$ cat config.mk
export PLATFORM = sky130hd
export DESIGN_NAME = sync_reg_qualify
export DESIGN_NICKNAME = d
export VERILOG_FILES = /design/src/rtl/sync_reg_qualify.sv
export SDC_FILE = /design/constraint.sdc
export NUM_CORES = 1
export LEC_CHECK = 0
export CORE_MARGIN = 3
export CORE_UTILIZATION = 35
export CTS_CLUSTER_SIZE = 14
export DETAILED_ROUTE_END_ITERATION = 7
export PLACE_DENSITY_LB_ADDON = 0.3
export SYNTH_ARGS = -nofsm -noshare
export SYNTH_HDL_FRONTEND = slang
export SYNTH_SLANG_ARGS = --single-unit
$ cat constraint.sdc
create_clock -name clk -period 4.65 [get_ports clk]
set_clock_uncertainty 0.1 [all_clocks]
set_input_delay 0.465 -clock clk [delete_from_list [all_inputs] [get_ports clk]]
set_output_delay 0.465 -clock clk [all_outputs]
set_load 0.03 [all_outputs]
$ cat src/rtl/sync_reg_qualify.sv
// sync_reg_qualify
// Stability qualifier that sits right after the register synchronizer. A
// multi-bit value already in the clk domain must hold for stable_cycles
// consecutive samples before it is accepted. This rejects the transient
// mixed-bit codes that skewed bit crossings can produce. Each accepted change
// is handed to the consumer over a valid/ack handshake, with a one-deep
// pending buffer behind the output register.
//
// Ports:
//   clk          clock
//   rst          synchronous active-high reset
//   in_reg       synchronized input value
//   out_reg      qualified value presented to the consumer
//   out_valid    out_reg holds an unacknowledged change
//   out_ack      consumer accepts out_reg (ignored while out_valid is low)
//   change_lost  sticky: a qualified change was overwritten before delivery
module sync_reg_qualify #(
  parameter int width         = 8,
  parameter int stable_cycles = 4
) (
  input  logic             clk,
  input  logic             rst,
  input  logic [width-1:0] in_reg,
  output logic [width-1:0] out_reg,
  output logic             out_valid,
  input  logic             out_ack,
  output logic             change_lost
);

  localparam logic [7:0] sat = 8'(stable_cycles);

  typedef enum logic {IDLE, PEND} state_t;

  state_t           state;
  logic [width-1:0] cand;
  logic [7:0]       cnt;
  logic [7:0]       cnt_nxt;
  logic [width-1:0] lastq;
  logic [width-1:0] pend_reg;
  logic             pend_flag;
  logic             in_new;
  logic             qual;
  logic             ev;

  assign in_new = (in_reg != cand);

  // Next match count: restart on a new candidate, otherwise count up and
  // saturate so a steady value qualifies only once.
  always_comb begin
    cnt_nxt = cnt;
    if (in_new)
      cnt_nxt = 8'd1;
    else if (cnt < sat)
      cnt_nxt = cnt + 8'd1;
  end

  // Qualify on the edge the count reaches the threshold. The in_new term
  // matters only when stable_cycles is 1: the count then sits at the
  // threshold permanently, so a fresh candidate qualifies immediately.
  assign qual = (cnt_nxt == sat) && ((cnt != sat) || in_new);
  assign ev   = qual && (in_reg != lastq);

  // Candidate tracking and last-qualified value. Reset leaves the counter
  // saturated, so an input of zero held through reset never qualifies.
  always_ff @(posedge clk) begin
    if (rst) begin
      cand  <= '0;
      cnt   <= sat;
      lastq <= '0;
    end else begin
      cand <= in_reg;
      cnt  <= cnt_nxt;
      if (qual)
        lastq <= in_reg;
    end
  end

  // Handshake FSM with a one-deep pending buffer. out_reg stays stable while
  // valid until an ack arrives. Once the buffer is full, any further event
  // overwrites the buffer and raises the sticky loss flag. When an ack and an
  // event land on the same edge, the queue advances, so nothing is lost.
  always_ff @(posedge clk) begin
    if (rst) begin
      state       <= IDLE;
      out_reg     <= '0;
      out_valid   <= 1'b0;
      pend_reg    <= '0;
      pend_flag   <= 1'b0;
      change_lost <= 1'b0;
    end else begin
      case (state)
        IDLE: begin
          if (ev) begin
            out_reg   <= in_reg;
            out_valid <= 1'b1;
            state     <= PEND;
          end
        end
        PEND: begin
          if (!out_ack) begin
            if (ev) begin
              pend_reg <= in_reg;
              if (pend_flag)
                change_lost <= 1'b1;
              else
                pend_flag <= 1'b1;
            end
          end else if (!ev) begin
            if (pend_flag) begin
              out_reg   <= pend_reg;
              pend_flag <= 1'b0;
            end else begin
              out_valid <= 1'b0;
              state     <= IDLE;
            end
          end else begin
            if (pend_flag) begin
              out_reg  <= pend_reg;
              pend_reg <= in_reg;
            end else begin
              out_reg <= in_reg;
            end
          end
        end
      endcase
    end
  end

endmodule

# After elaboration in Yosys (flattened, before gate mapping)
# Index checks and enable logic that the tools add are counted.
# classes
order_cmp,1
reduce_logical,9
addsub,1
bitwise_logic,2
eq_ne,11
n_mux,23
# op_table
operator,count
8-bit two-way mux,10
8-bit inequality test,2
8-bit one-hot mux with 2 select lines,1
1-bit two-way mux,10
2-bit inequality test (second input constant),5
3-bit AND reduction,3
8-bit by 1-bit adder with 8-bit output (second input constant),1
8-bit by 3-bit == test with 1-bit output (second input constant),1
8-bit by 3-bit less-than comparator with 1-bit output (second input constant),1
8-bit by 3-bit inequality test with 1-bit output (second input constant),1
4-bit AND reduction,2
1-bit one-hot mux with 2 select lines,2
3-bit by 1-bit inequality test with 1-bit output (second input constant),1
1-bit logical AND,2
2-bit by 1-bit inequality test with 1-bit output (second input constant),1
1-bit inverter,2
2-bit nonzero test,1
1-bit logical OR,1
# word_totals
inputBits,11
register_bits,44
out_inout_bits,10
wordCells,56

# Longest topological paths before layout
# Gate-level depths: netlist (run 1).
# logic_depth
word_depth,9
ltp_mapped,8
ltp_nobuf,8

# Worst setup path before layout (run 1)
# Ideal clock, no wire load.
# synth_timing
kind,register to register
from,reg cnt[7]
to,reg pend_reg[0]
setup_time_ns,0.121
required_time_ns,4.429
path_slack_ns,2.380
path_buffers,0
synth_period_minus_slack_ns,2.270
t_arrival_ns,2.049
path_stages_with_launch,7
path_cell_list,dfxtp_1 > or3_4 > or3_4 > a2111oi_4 > nand2_1 > a21oi_4 > mux2_2
# synth_via
elab_chain_cells,7
elab_cells_between_ends,10
classes_between,1 x add/sub; 1 x order compare; 2 x eq/ne; 2 x mux; 4 x reduce/logical
# synth_lines
element,line_no,text
start: declaration,36,logic [7:0] cnt;
start signal: assignment,68,cnt <= sat;
start signal: assignment,72,cnt <= cnt_nxt;
8-bit by 1-bit adder with 8-bit output or 8-bit by 3-bit less-than comparator with 1-bit output (tied branches),"54, 53",
8-bit two-way mux,53,else if (cnt < sat)
8-bit two-way mux,51,if (in_new)
8-bit by 3-bit == test with 1-bit output,60,assign qual = (cnt_nxt == sat) && ((cnt != sat) || in_new);
1-bit logical AND *,60,
1-bit logical AND *,61,assign ev = qual && (in_reg != lastq);
3-bit AND reduction (no line) *,--,
end signal: assignment,102,pend_reg <= in_reg;
end signal: assignment,119,pend_reg <= in_reg;
end: declaration,39,logic [width-1:0] pend_reg;
# Mark *: on every way between the ends. The rest lies on a longest branch, timed or not.
# A chain may end at the register's enable or synchronous reset.

# Worst setup path after layout (run 1)
# layout_timing
from,in in_reg[5]
to,reg out_reg[4]
# layout_via
elab_chain_cells,8
elab_cells_between_ends,13
classes_between,5 x eq/ne; 4 x mux; 4 x reduce/logical
# layout_lines
element,line_no,text
start: declaration,23,"input logic [width-1:0] in_reg,"
8-bit inequality test,45,assign in_new = (in_reg != cand);
8-bit two-way mux,51,
8-bit by 3-bit == test with 1-bit output,60,
1-bit logical AND,60,
1-bit logical AND *,61,
8-bit two-way mux,108,end else if (!ev) begin
8-bit two-way mux,100,if (!out_ack) begin
8-bit one-hot mux with 2 select lines,91,case (state)
end signal: assignment,94,out_reg <= in_reg;
end signal: assignment,110,out_reg <= pend_reg;
end signal: assignment,118,out_reg <= pend_reg;
end: declaration,24,"output logic [width-1:0] out_reg,"
# Mark *: on every way between the ends. The rest lies on a longest branch, timed or not. The select of a mux whose other input is x is not followed.

==> impl_metrics.env, run 1 <==
export IMPL_drv_slew=0
export IMPL_critPathKind="input port to register"
export IMPL_wirelength_um=3990
export IMPL_grt_use_total_pct=13.4
export IMPL_design_core_area_mm2=0.00530
export IMPL_min_path_type="register to register"
export IMPL_cp_buffers_inverters=1
export IMPL_die_area_mm2=0.00662
export IMPL_overflow=0
export IMPL_crit_family="simple AND/OR/NAND/NOR gates"
export IMPL_tightest_slew_ps=784
export IMPL_drc=0
export IMPL_finalSetupViolations=0
export IMPL_layout_min_cycle_time_ps=2790
export IMPL_synthArstFlopShare_pct=0
export IMPL_max_stage_delay_ps=680
export IMPL_place_gp_congestion=0.830
export IMPL_top_usage_layer="met1"
export IMPL_syn_area_mm2=0.00199
export IMPL_clk_latency_ps=290
export IMPL_final_cell_area_mm2=0.00238
export IMPL_cts_buffers=5
export IMPL_place_area_mm2=0.00227
export IMPL_hold_viol_final=0
export IMPL_drv_cap=0
export IMPL_placed_cells=284
export IMPL_rsz0062_at_grt="false"
export IMPL_ant_nets=0
export IMPL_clk_pin_slew_worst_paths_ps=80
export IMPL_p_leak_nw=0.834
export IMPL_drtIter0Drc=76
export IMPL_fp_dieW_um=81.4
export IMPL_grt_use_met3_pct=3.77
export IMPL_power_density_mw_per_mm2=308
export IMPL_finalPower_mw=0.732
export IMPL_postSynthAreaPerCell_um2=10.0
export IMPL_vias=1478
export IMPL_ys_flop_type="dfxtp_1"
export IMPL_rows=26
export IMPL_cp_start_kind="input port"
export IMPL_wire_per_inst_um=13.7
export IMPL_synth_ff_latch_count=44
export IMPL_vdd_drop_max_v=0.000182
export IMPL_cpMaxStageDelayCell="nor4_1"
export IMPL_grt_start_max_net_pins=22
export IMPL_cts_sinks=44
export IMPL_antenna_found_initial=0
export IMPL_cp_end_kind="register"
export IMPL_max_freq_mhz=359
export IMPL_initial_utilization_pct=37.5
export IMPL_seq_area_frac_synth_pct=44.3
export IMPL_htree_num_levels=2
export IMPL_synth_enable_flop_cells=0
export IMPL_cts_root_buf="clkbuf_8"
export IMPL_slew_headroom_pct=47.3
export IMPL_grt_use_met2_pct=19.3
export IMPL_fin_nets=234
export IMPL_avgViaCountPerCell=5.06
export IMPL_syn_instance_count=198
export IMPL_n_antenna_cell=0
export IMPL_hpwl_um=2920
export IMPL_drive_gt1_share_pct=14.4
export IMPL_grt_pass1_vias=1465
export IMPL_path_cells="clkdlybuf4s50_1 -> xor2_1 -> nor4_1 -> a21oi_1 -> nand4_1 -> nand2_2 -> a2bb2oi_1"
export IMPL_synth_fp_nets=211
export IMPL_grt_pass1_wl_um=6820
export IMPL_status="completed"
export IMPL_cts_tree="done"
export IMPL_post_cts_resized=0
export IMPL_die_height_um=81.4
export IMPL_area_growth_pct=19.7
export IMPL_use_met1_pct=19.3
export IMPL_first_pass_iters=4
export IMPL_cp_data_arrival_time_ps=2860
export IMPL_cp_max_fo=9
export IMPL_netlist_cell_type_count=41
export IMPL_hold_buffers=0
export IMPL_layoutNonFillerInstCount=292
export IMPL_post_route_period_util_pct=60.0
export IMPL_cts_buffer_depth=2
export IMPL_portBuffers=20
export IMPL_yosysWarnings=0
export IMPL_pin_count=21
export IMPL_fin_hold_ws_ps=369
export IMPL_cts_setup_buffers=0
export IMPL_critPathRequiredTime_ps=4730
export IMPL_finalSetupTns_ps=0
-- where the power goes --
part,internal [mW],switching (mW)
Sequential,0.381,0.00302
Combinational,0.0239,0.0284
Clock,0.162,0.134
-- per-stage QoR --
step	util, %	setup slack (ps)
after floorplan	-	2380
after global placement	42.7	1580
after detailed placement	42.7	1570
after CTS	44.9	1920
after global routing	44.9	1650
final	44.9	1860
-- cells in the final DEF, fill, tap and decap left out, types with 2 or more instances in the layout --
| master | instances |
|---|---|
| a31oi_1 | 2 |
| nor4_1 | 3 |
| or3_4 | 2 |
| o21ai_0 | 10 |
| nand4_1 | 4 |
| or3_2 | 2 |
| nor2_1 | 17 |
| xnor2_1 | 8 |
| xor2_1 | 8 |
| clkbuf_8 | 5 |
| clkdlybuf4s50_1 | 20 |
| ha_1 | 2 |
| nand3_1 | 4 |
| a2bb2oi_1 | 8 |
| a21oi_1 | 6 |
| nor3_1 | 2 |
| inv_1 | 4 |
| mux2_2 | 8 |
| dfxtp_1 | 44 |
| or2_2 | 2 |
| nor2b_1 | 18 |
| and2_1 | 4 |
| nand3b_1 | 8 |
| mux2i_1 | 9 |
-- cells by family (layout without fill, tap and decap cells) --
group | count (synthesis) | count (layout) | synth area share, %
AO/OA/AOI/OAI | 35 | 35 | 13.3
multiplexers | 17 | 17 | 9.06
flip-flops | 44 | 44 | 44.3
XOR/XNOR | 16 | 16 | 7.04
buffers and inverters | 9 | 33 | 1.70
AND/OR/NAND/NOR | 75 | 75 | 23.3
adder cells (fa/ha/maj) | 2 | 2 | 1.26
-- synth_stat cells (2+ instances only) --
cell type | instances | area share (%)
clkbuf_1 | 5 | 0.94
xnor2_1 | 8 | 3.5
mux2i_1 | 9 | 4.5
or3_4 | 2 | 1.1
xor2_1 | 8 | 3.5
and2_1 | 4 | 1.3
nand3_1 | 4 | 1.0
ha_1 | 2 | 1.3
nor3_1 | 2 | 0.50
a21oi_1 | 6 | 1.5
nor2b_1 | 18 | 5.7
a2bb2oi_1 | 8 | 3.5
nand4_1 | 4 | 1.3
mux2_2 | 8 | 4.5
o21ai_0 | 10 | 2.5
inv_1 | 4 | 0.75
nor4_1 | 3 | 0.94
dfxtp_1 | 44 | 44
nand3b_1 | 8 | 3.0
or3_2 | 2 | 0.75
a31oi_1 | 2 | 0.63
or2_2 | 2 | 0.63
nor2_1 | 17 | 3.2
-- final timing paths --
path / start / end / slack, ps / cells after the start
worst max-delay path: in_reg[5] / out_reg[4]$_SDFFE_PP0P_ / 1860 / 7
worst min-delay path: cnt[4]$_SDFF_PP0_ / cnt[4]$_SDFF_PP0_ / 370 / 1
worst max register to register: cnt[1]$_SDFF_PP0_ / out_reg[4]$_SDFFE_PP0P_ / 2100 / 8
worst min register to register: cnt[4]$_SDFF_PP0_ / cnt[4]$_SDFF_PP0_ / 370 / 1
-- cell type report --
class	count	area [µm²]
flip-flops and latches	44	881
multi-input cells	145	1070
well taps	70	87.6
repair buffers	21	208
clock buffers	5	68.8
clock inverters	3	46.3
fillers	507	2920
inverters	4	15.0
-- layer usage --
layer	vias to the layer above	share of wire [%]	wire, µm
met1	695	52	2070
met5	-	0	0
li1	753	-	-
met3	4	3.6	144
met2	26	44	1740
met4	0	0.78	31
Power figures use the tool's default switching activity.
==> inputs of run 2 (changes only) <==
==> constraint.sdc (replaced) <==
create_clock -name clk -period 2.3 [get_ports clk]
set_clock_uncertainty 0.1 [all_clocks]
set_input_delay 0.23 -clock clk [delete_from_list [all_inputs] [get_ports clk]]
set_output_delay 0.23 -clock clk [all_outputs]
set_load 0.03 [all_outputs]
==> run 2 against run 1 <==
  * Global-route usage rose by 1.7 points
  * Largest cell class unchanged
  * Sequential share of layout area fell by 5.3 points
  * Critical path type is now register to register
  * Clock power rose by 110%
  * Largest power group unchanged
  * Critical path depth did not move
  * Die area did not move
  * Flip-flop and latch count did not move
  * Clock-buffer cell count rose by 1
  * Core utilization rose by 7.7 points
  * Via count rose by 9.2%
  * The flow now finishes with violations (setup timing)
==> impl_metrics.env, run 2 (synthesized netlist as in run 1, its figures left out) <==
export IMPL_rows=26
export IMPL_cts_root_buf="clkbuf_8"
export IMPL_hpwl_um=3100
export IMPL_r2r_cells=7
export IMPL_post_route_period_util_pct=100
export IMPL_max_freq_mhz=433
export IMPL_grt_start_max_net_pins=35
export IMPL_antenna_found_initial=0
export IMPL_finalSetupViolations=4
export IMPL_drv_cap=0
export IMPL_cp_start_kind="register"
export IMPL_ant_nets=0
export IMPL_placed_cells=311
export IMPL_place_gp_congestion=0.776
export IMPL_design_core_area_mm2=0.00530
export IMPL_portBuffers=20
export IMPL_crit_path_end="pend_reg[5]$_SDFFE_PP0P_"
export IMPL_cts_buffers=5
export IMPL_rsz0062_at_grt="true"
export IMPL_status="complete, but fails checks"
export IMPL_wire_per_inst_um=14.5
export IMPL_avgViaCountPerCell=5.00
export IMPL_min_path_type="register to register"
export IMPL_hold_viol_final=0
export IMPL_fin_hold_ws_ps=374
export IMPL_area_growth_pct=40.2
export IMPL_final_common_cell="dfxtp_1"
export IMPL_final_cell_area_mm2=0.00279
export IMPL_slew_headroom_pct=79.1
export IMPL_grt_pass1_vias=1657
export IMPL_power_density_mw_per_mm2=555
export IMPL_drive_gt1_share_pct=30.8
export IMPL_clk_latency_ps=300
export IMPL_p_leak_nw=1.04
export IMPL_critPathRequiredTime_ps=2390
export IMPL_finalPower_mw=1.55
export IMPL_cp_max_fo=8
export IMPL_reg2reg_slack_ps=-7
export IMPL_rr_endpoint="pend_reg[5]$_SDFFE_PP0P_"
export IMPL_die_height_um=81.4
export IMPL_cts_tree="done"
export IMPL_clk_pin_slew_worst_paths_ps=90
export IMPL_fin_nets=265
export IMPL_htree_num_levels=2
export IMPL_drtIter0Drc=70
export IMPL_cp_data_arrival_time_ps=2400
export IMPL_place_area_mm2=0.00249
export IMPL_cts_sinks=44
export IMPL_setup_ws_ps=-6.81
export IMPL_mostFrequentLayoutCells="dfxtp_1 (42), buf_4 (28), clkdlybuf4s50_1 (20)"
export IMPL_cp_end_kind="register"
export IMPL_n_antenna_cell=0
export IMPL_overflow=0
export IMPL_tightest_slew_ps=313
export IMPL_vdd_drop_max_v=0.000337
export IMPL_grt_use_total_pct=15.1
export IMPL_layoutNonFillerInstCount=323
export IMPL_die_area_mm2=0.00662
export IMPL_vias=1614
export IMPL_crit_start="cnt[7]$_SDFF_PP0_"
export IMPL_initial_utilization_pct=37.5
export IMPL_crit_reg2reg_launch="cnt[7]$_SDFF_PP0_"
export IMPL_drc=0
export IMPL_fp_dieW_um=81.4
export IMPL_grt_pass1_wl_um=7670
export IMPL_cts_buffer_depth=2
export IMPL_hold_depth=2
export IMPL_first_pass_iters=4
export IMPL_pin_count=21
export IMPL_wirelength_um=4670
export IMPL_critPathKind="register to register"
export IMPL_drv_slew=0
export IMPL_layout_min_cycle_time_ps=2310
export IMPL_violations="setup timing"
[run 2: cell types whose count changed in the layout (fill, tap and decap cells not counted), sizes merged]
cell,before,now
buf,1,32
clkbuf,5,6
clkinv,0,1
clkinvlp,1,0
inv,5,4
[run 2: cell type report]
cell class / count / area, µm²
fillers: 476 / 2510
multi-input cells: 145 / 1200
flip-flops and latches: 44 / 883
repair buffers: 52 / 482
well taps: 70 / 87.6
clock buffers: 6 / 82.6
clock inverters: 2 / 38.8
inverters: 4 / 15.0
[run 2: through the flow]
stage | util, % | TNS [ps] | worst slack, ps
floorplan | - | 0 | 30.0
global placement | 47.0 | -3900 | -303
detailed placement | 47.0 | -3980 | -313
CTS | 50.6 | -170 | -29.9
global route | 52.6 | -1360 | -103
finish | 52.6 | -16.3 | -6.81
[run 2: worst min path at each step]
stage,startpoint,to,slack [ps]
after global placement,change_lost$_SDFFE_PP0P_,change_lost$_SDFFE_PP0P_,350
after CTS,cnt[4]$_SDFF_PP0_,cnt[4]$_SDFF_PP0_,380
final,change_lost$_SDFFE_PP0P_,change_lost$_SDFFE_PP0P_,370
after floorplan,rst,cand[0]$_SDFF_PP0_,210
after global routing,change_lost$_SDFFE_PP0P_,change_lost$_SDFFE_PP0P_,400
after detailed placement,change_lost$_SDFFE_PP0P_,change_lost$_SDFFE_PP0P_,360
[run 2: where the power goes]
part           total [mW]  internal (mW)  switching [mW]  leakage [nW]
registers           0.775          0.771         0.00397         0.358
logic               0.148         0.0756          0.0721         0.618
clock network       0.625          0.355           0.270        0.0614
total                1.55           1.20           0.346          1.04
[run 2: routing by layer]
layer  up-vias  wire length, µm  global-route usage (%)
met1       755             2180                    20.0
met5         -                0                       0
met2        38             2210                    23.9
met4         0               85                    5.91
met3         8              199                    3.10
li1        813                -                       -
[run 2: timing repair]
| action | in CTS | in global routing |
|---|---|---|
| endpoints found under the hold margin | 0 | 0 |
| pin swaps | 4 | 1 |
| setup buffers | 3 | 1 |
| endpoints found under the setup margin | 25 | 26 |
| resized for setup | 9 | 28 |
| hold buffers | 0 | 0 |
[run 2: worst max-delay path, stage by stage, from the launching register on]
cell and delay (ps):
dfxtp_2 330, or3_4 410, or3_4 410, a2111oi_4 250, nand2_2 100, a21oi_4 140, buf_12 150, mux2_2 330
==> inputs of run 3 (changes only) <==
--- a/config.mk
+++ b/config.mk
@@ -7,6 +7,7 @@
 export LEC_CHECK = 0
 export CORE_MARGIN = 3
 export CORE_UTILIZATION = 35
+export CTS_BUF_LIST = sky130_fd_sc_hd__clkbuf_16
 export CTS_CLUSTER_SIZE = 14
 export DETAILED_ROUTE_END_ITERATION = 7
 export PLACE_DENSITY_LB_ADDON = 0.3
==> run 3 against run 2 <==
  * The flow still finishes with violations (setup timing)
  * Cell count stayed put
  * Critical path depth grew 2
  * Design area grew 0.99%
  * Clock power increased by 28%
  * First-iteration DRC count decreased by 27%
  * Largest power group is now the clock network
  * Highest routed layer unchanged
  * Total power grew 12%
  * Wire length decreased by 1.4%
==> impl_metrics.env, run 3 (synthesized netlist as in run 1, its figures left out) <==
export IMPL_status="complete, but fails checks"
export IMPL_violations="setup timing"
export IMPL_hold_buffers=0
export IMPL_max_stage_delay_ps=390
export IMPL_hpwl_um=3100
export IMPL_power_density_mw_per_mm2=613
export IMPL_drive_gt1_share_pct=28.9
export IMPL_cts_buffers=5
export IMPL_critPathRequiredTime_ps=2370
export IMPL_critPathKind="register to register"
export IMPL_wire_per_inst_um=14.3
export IMPL_tightest_slew_ps=313
export IMPL_grt_use_total_pct=15.4
export IMPL_grt_use_met2_pct=23.7
export IMPL_grt_pass1_vias=1619
export IMPL_vias=1612
export IMPL_grt_use_met3_pct=4.43
export IMPL_drv_cap=0
export IMPL_finalPower_mw=1.73
export IMPL_cpMaxStageDelayCell="or3_4"
export IMPL_reg2reg_slack_ps=-1
export IMPL_drtIter0Drc=51
export IMPL_htree_num_levels=2
export IMPL_cp_end_kind="register"
export IMPL_initial_utilization_pct=37.5
export IMPL_wirelength_um=4610
export IMPL_cts_tree="done"
export IMPL_min_path_type="input port to register"
export IMPL_drc=0
export IMPL_antenna_found_initial=0
export IMPL_n_antenna_cell=0
export IMPL_place_area_mm2=0.00249
export IMPL_drv_slew=0
export IMPL_rows=26
export IMPL_max_freq_mhz=435
export IMPL_mostFrequentLayoutCells="dfxtp_1 (43), buf_4 (25), clkdlybuf4s50_1 (19)"
export IMPL_design_core_area_mm2=0.00530
export IMPL_top_usage_layer="met2"
export IMPL_slew_headroom_pct=79.0
export IMPL_avgViaCountPerCell=4.99
export IMPL_use_met1_pct=20.4
export IMPL_fp_dieW_um=81.4
export IMPL_setup_ws_ps=-1.19
export IMPL_r2r_cells=9
export IMPL_cp_data_arrival_time_ps=2370
export IMPL_cp_start_kind="register"
export IMPL_die_height_um=81.4
export IMPL_crit_path_end="out_reg[6]$_SDFFE_PP0P_"
export IMPL_grt_start_max_net_pins=35
export IMPL_final_common_cell="dfxtp_1"
export IMPL_path_cells="or3_4 -> buf_6 -> or3_4 -> and2_4 -> buf_6 -> nand4_1 -> buf_4 -> nand2_8 -> a2bb2oi_2"
export IMPL_finalSetupViolations=1
export IMPL_cts_root_buf="clkbuf_16"
export IMPL_cp_max_fo=8
export IMPL_grt_pass1_wl_um=7690
export IMPL_fin_nets=265
export IMPL_p_leak_nw=1.06
export IMPL_layout_min_cycle_time_ps=2300
export IMPL_cts_buffer_depth=2
export IMPL_cts_sinks=44
export IMPL_overflow=0
export IMPL_die_area_mm2=0.00662
export IMPL_utilization_pct=53.1
export IMPL_rr_endpoint="out_reg[6]$_SDFFE_PP0P_"
export IMPL_rsz0062_at_grt="true"
export IMPL_post_route_period_util_pct=100
export IMPL_crit_start="cnt[7]$_SDFF_PP0_"
export IMPL_area_growth_pct=41.6
export IMPL_hold_viol_final=0
export IMPL_place_gp_congestion=0.776
export IMPL_crit_reg2reg_launch="cnt[7]$_SDFF_PP0_"
export IMPL_first_pass_iters=4
export IMPL_vdd_drop_max_v=0.000352
export IMPL_final_cell_area_mm2=0.00282
export IMPL_clk_pin_slew_worst_paths_ps=60
export IMPL_portBuffers=20
export IMPL_ant_nets=0
export IMPL_pin_count=21
export IMPL_clk_latency_ps=280
==> run 3: changes by cell type in the layout (fill, tap and decap cells not counted), moves of 2 or more <==
cell / previous run / this run
a2bb2oi_1: 0 / 4
a2bb2oi_2: 8 / 4
buf_4: 28 / 25
buf_6: 1 / 4
clkbuf_16: 0 / 5
clkbuf_8: 6 / 0
mux2_2: 3 / 5
mux2_4: 5 / 3
o21ai_0: 2 / 7
o21ai_1: 8 / 2
==> run 3: worst max-delay path, delay by kind of cell (launching register included) <==
family,cells,cell delay (ps)
AO/OA/AOI/OAI,1,150
AND/OR/NAND/NOR,5,1200
flip-flops,1,320
buffers and inverters,3,410
==> run 3: stage by stage <==
step | worst slack, ps | hold slack, ps | instances | setup TNS, ps
floorplan | 30.0 | 210 | 198 | 0
CTS | -35.7 | 368 | 321 | -270
global route | -98.7 | 388 | 323 | -1330
global placement | -303 | 349 | 311 | -3900
finish | -1.19 | 326 | 323 | -1.19
detailed placement | -313 | 363 | 311 | -3980
==> run 3: worst min path at each step <==
| stage | endpoint | cells after the start | slack [ps] | from |
|---|---|---|---|---|
| after floorplan | cand[0]$_SDFF_PP0_ | 1 | 210 | rst |
| after global placement | change_lost$_SDFFE_PP0P_ | 2 | 350 | change_lost$_SDFFE_PP0P_ |
| after detailed placement | change_lost$_SDFFE_PP0P_ | 2 | 360 | change_lost$_SDFFE_PP0P_ |
| after CTS | cnt[7]$_SDFF_PP0_ | 1 | 370 | cnt[7]$_SDFF_PP0_ |
| after global routing | lastq[4]$_SDFFE_PP0P_ | 4 | 390 | in_reg[4] |
| final | out_reg[4]$_SDFFE_PP0P_ | 3 | 330 | in_reg[4] |
==> run 3: final cells by class <==
class / count / area [µm²]
fillers: 473 / 2490
multi-input cells: 145 / 1170
flip-flops and latches: 44 / 882
repair buffers: 52 / 495
clock buffers: 5 / 125
well taps: 70 / 87.6
clock inverters: 3 / 42.5
inverters: 4 / 15.0
==> run 3: what timing repair did <==
action / CTS / global route
setup endpoints to repair: 25 / 25
pin swaps: 5 / 1
gates cloned: 0 / 0
setup buffers: 2 / 2
resized for setup: 8 / 21
==> run 3: power by group <==
part           internal (mW)  total [mW]  leakage (nW)  switching (mW)
logic                 0.0776       0.149         0.625          0.0712
registers              0.772       0.776         0.358         0.00389
clock network          0.510       0.803        0.0814           0.292
==> run 3: per-layer routing <==
layer  part of all wire [%]  vias up
met5                      0        -
met4                    2.0        0
met3                    4.0        7
met2                     47       30
met1                     47      764
li1                       -      811
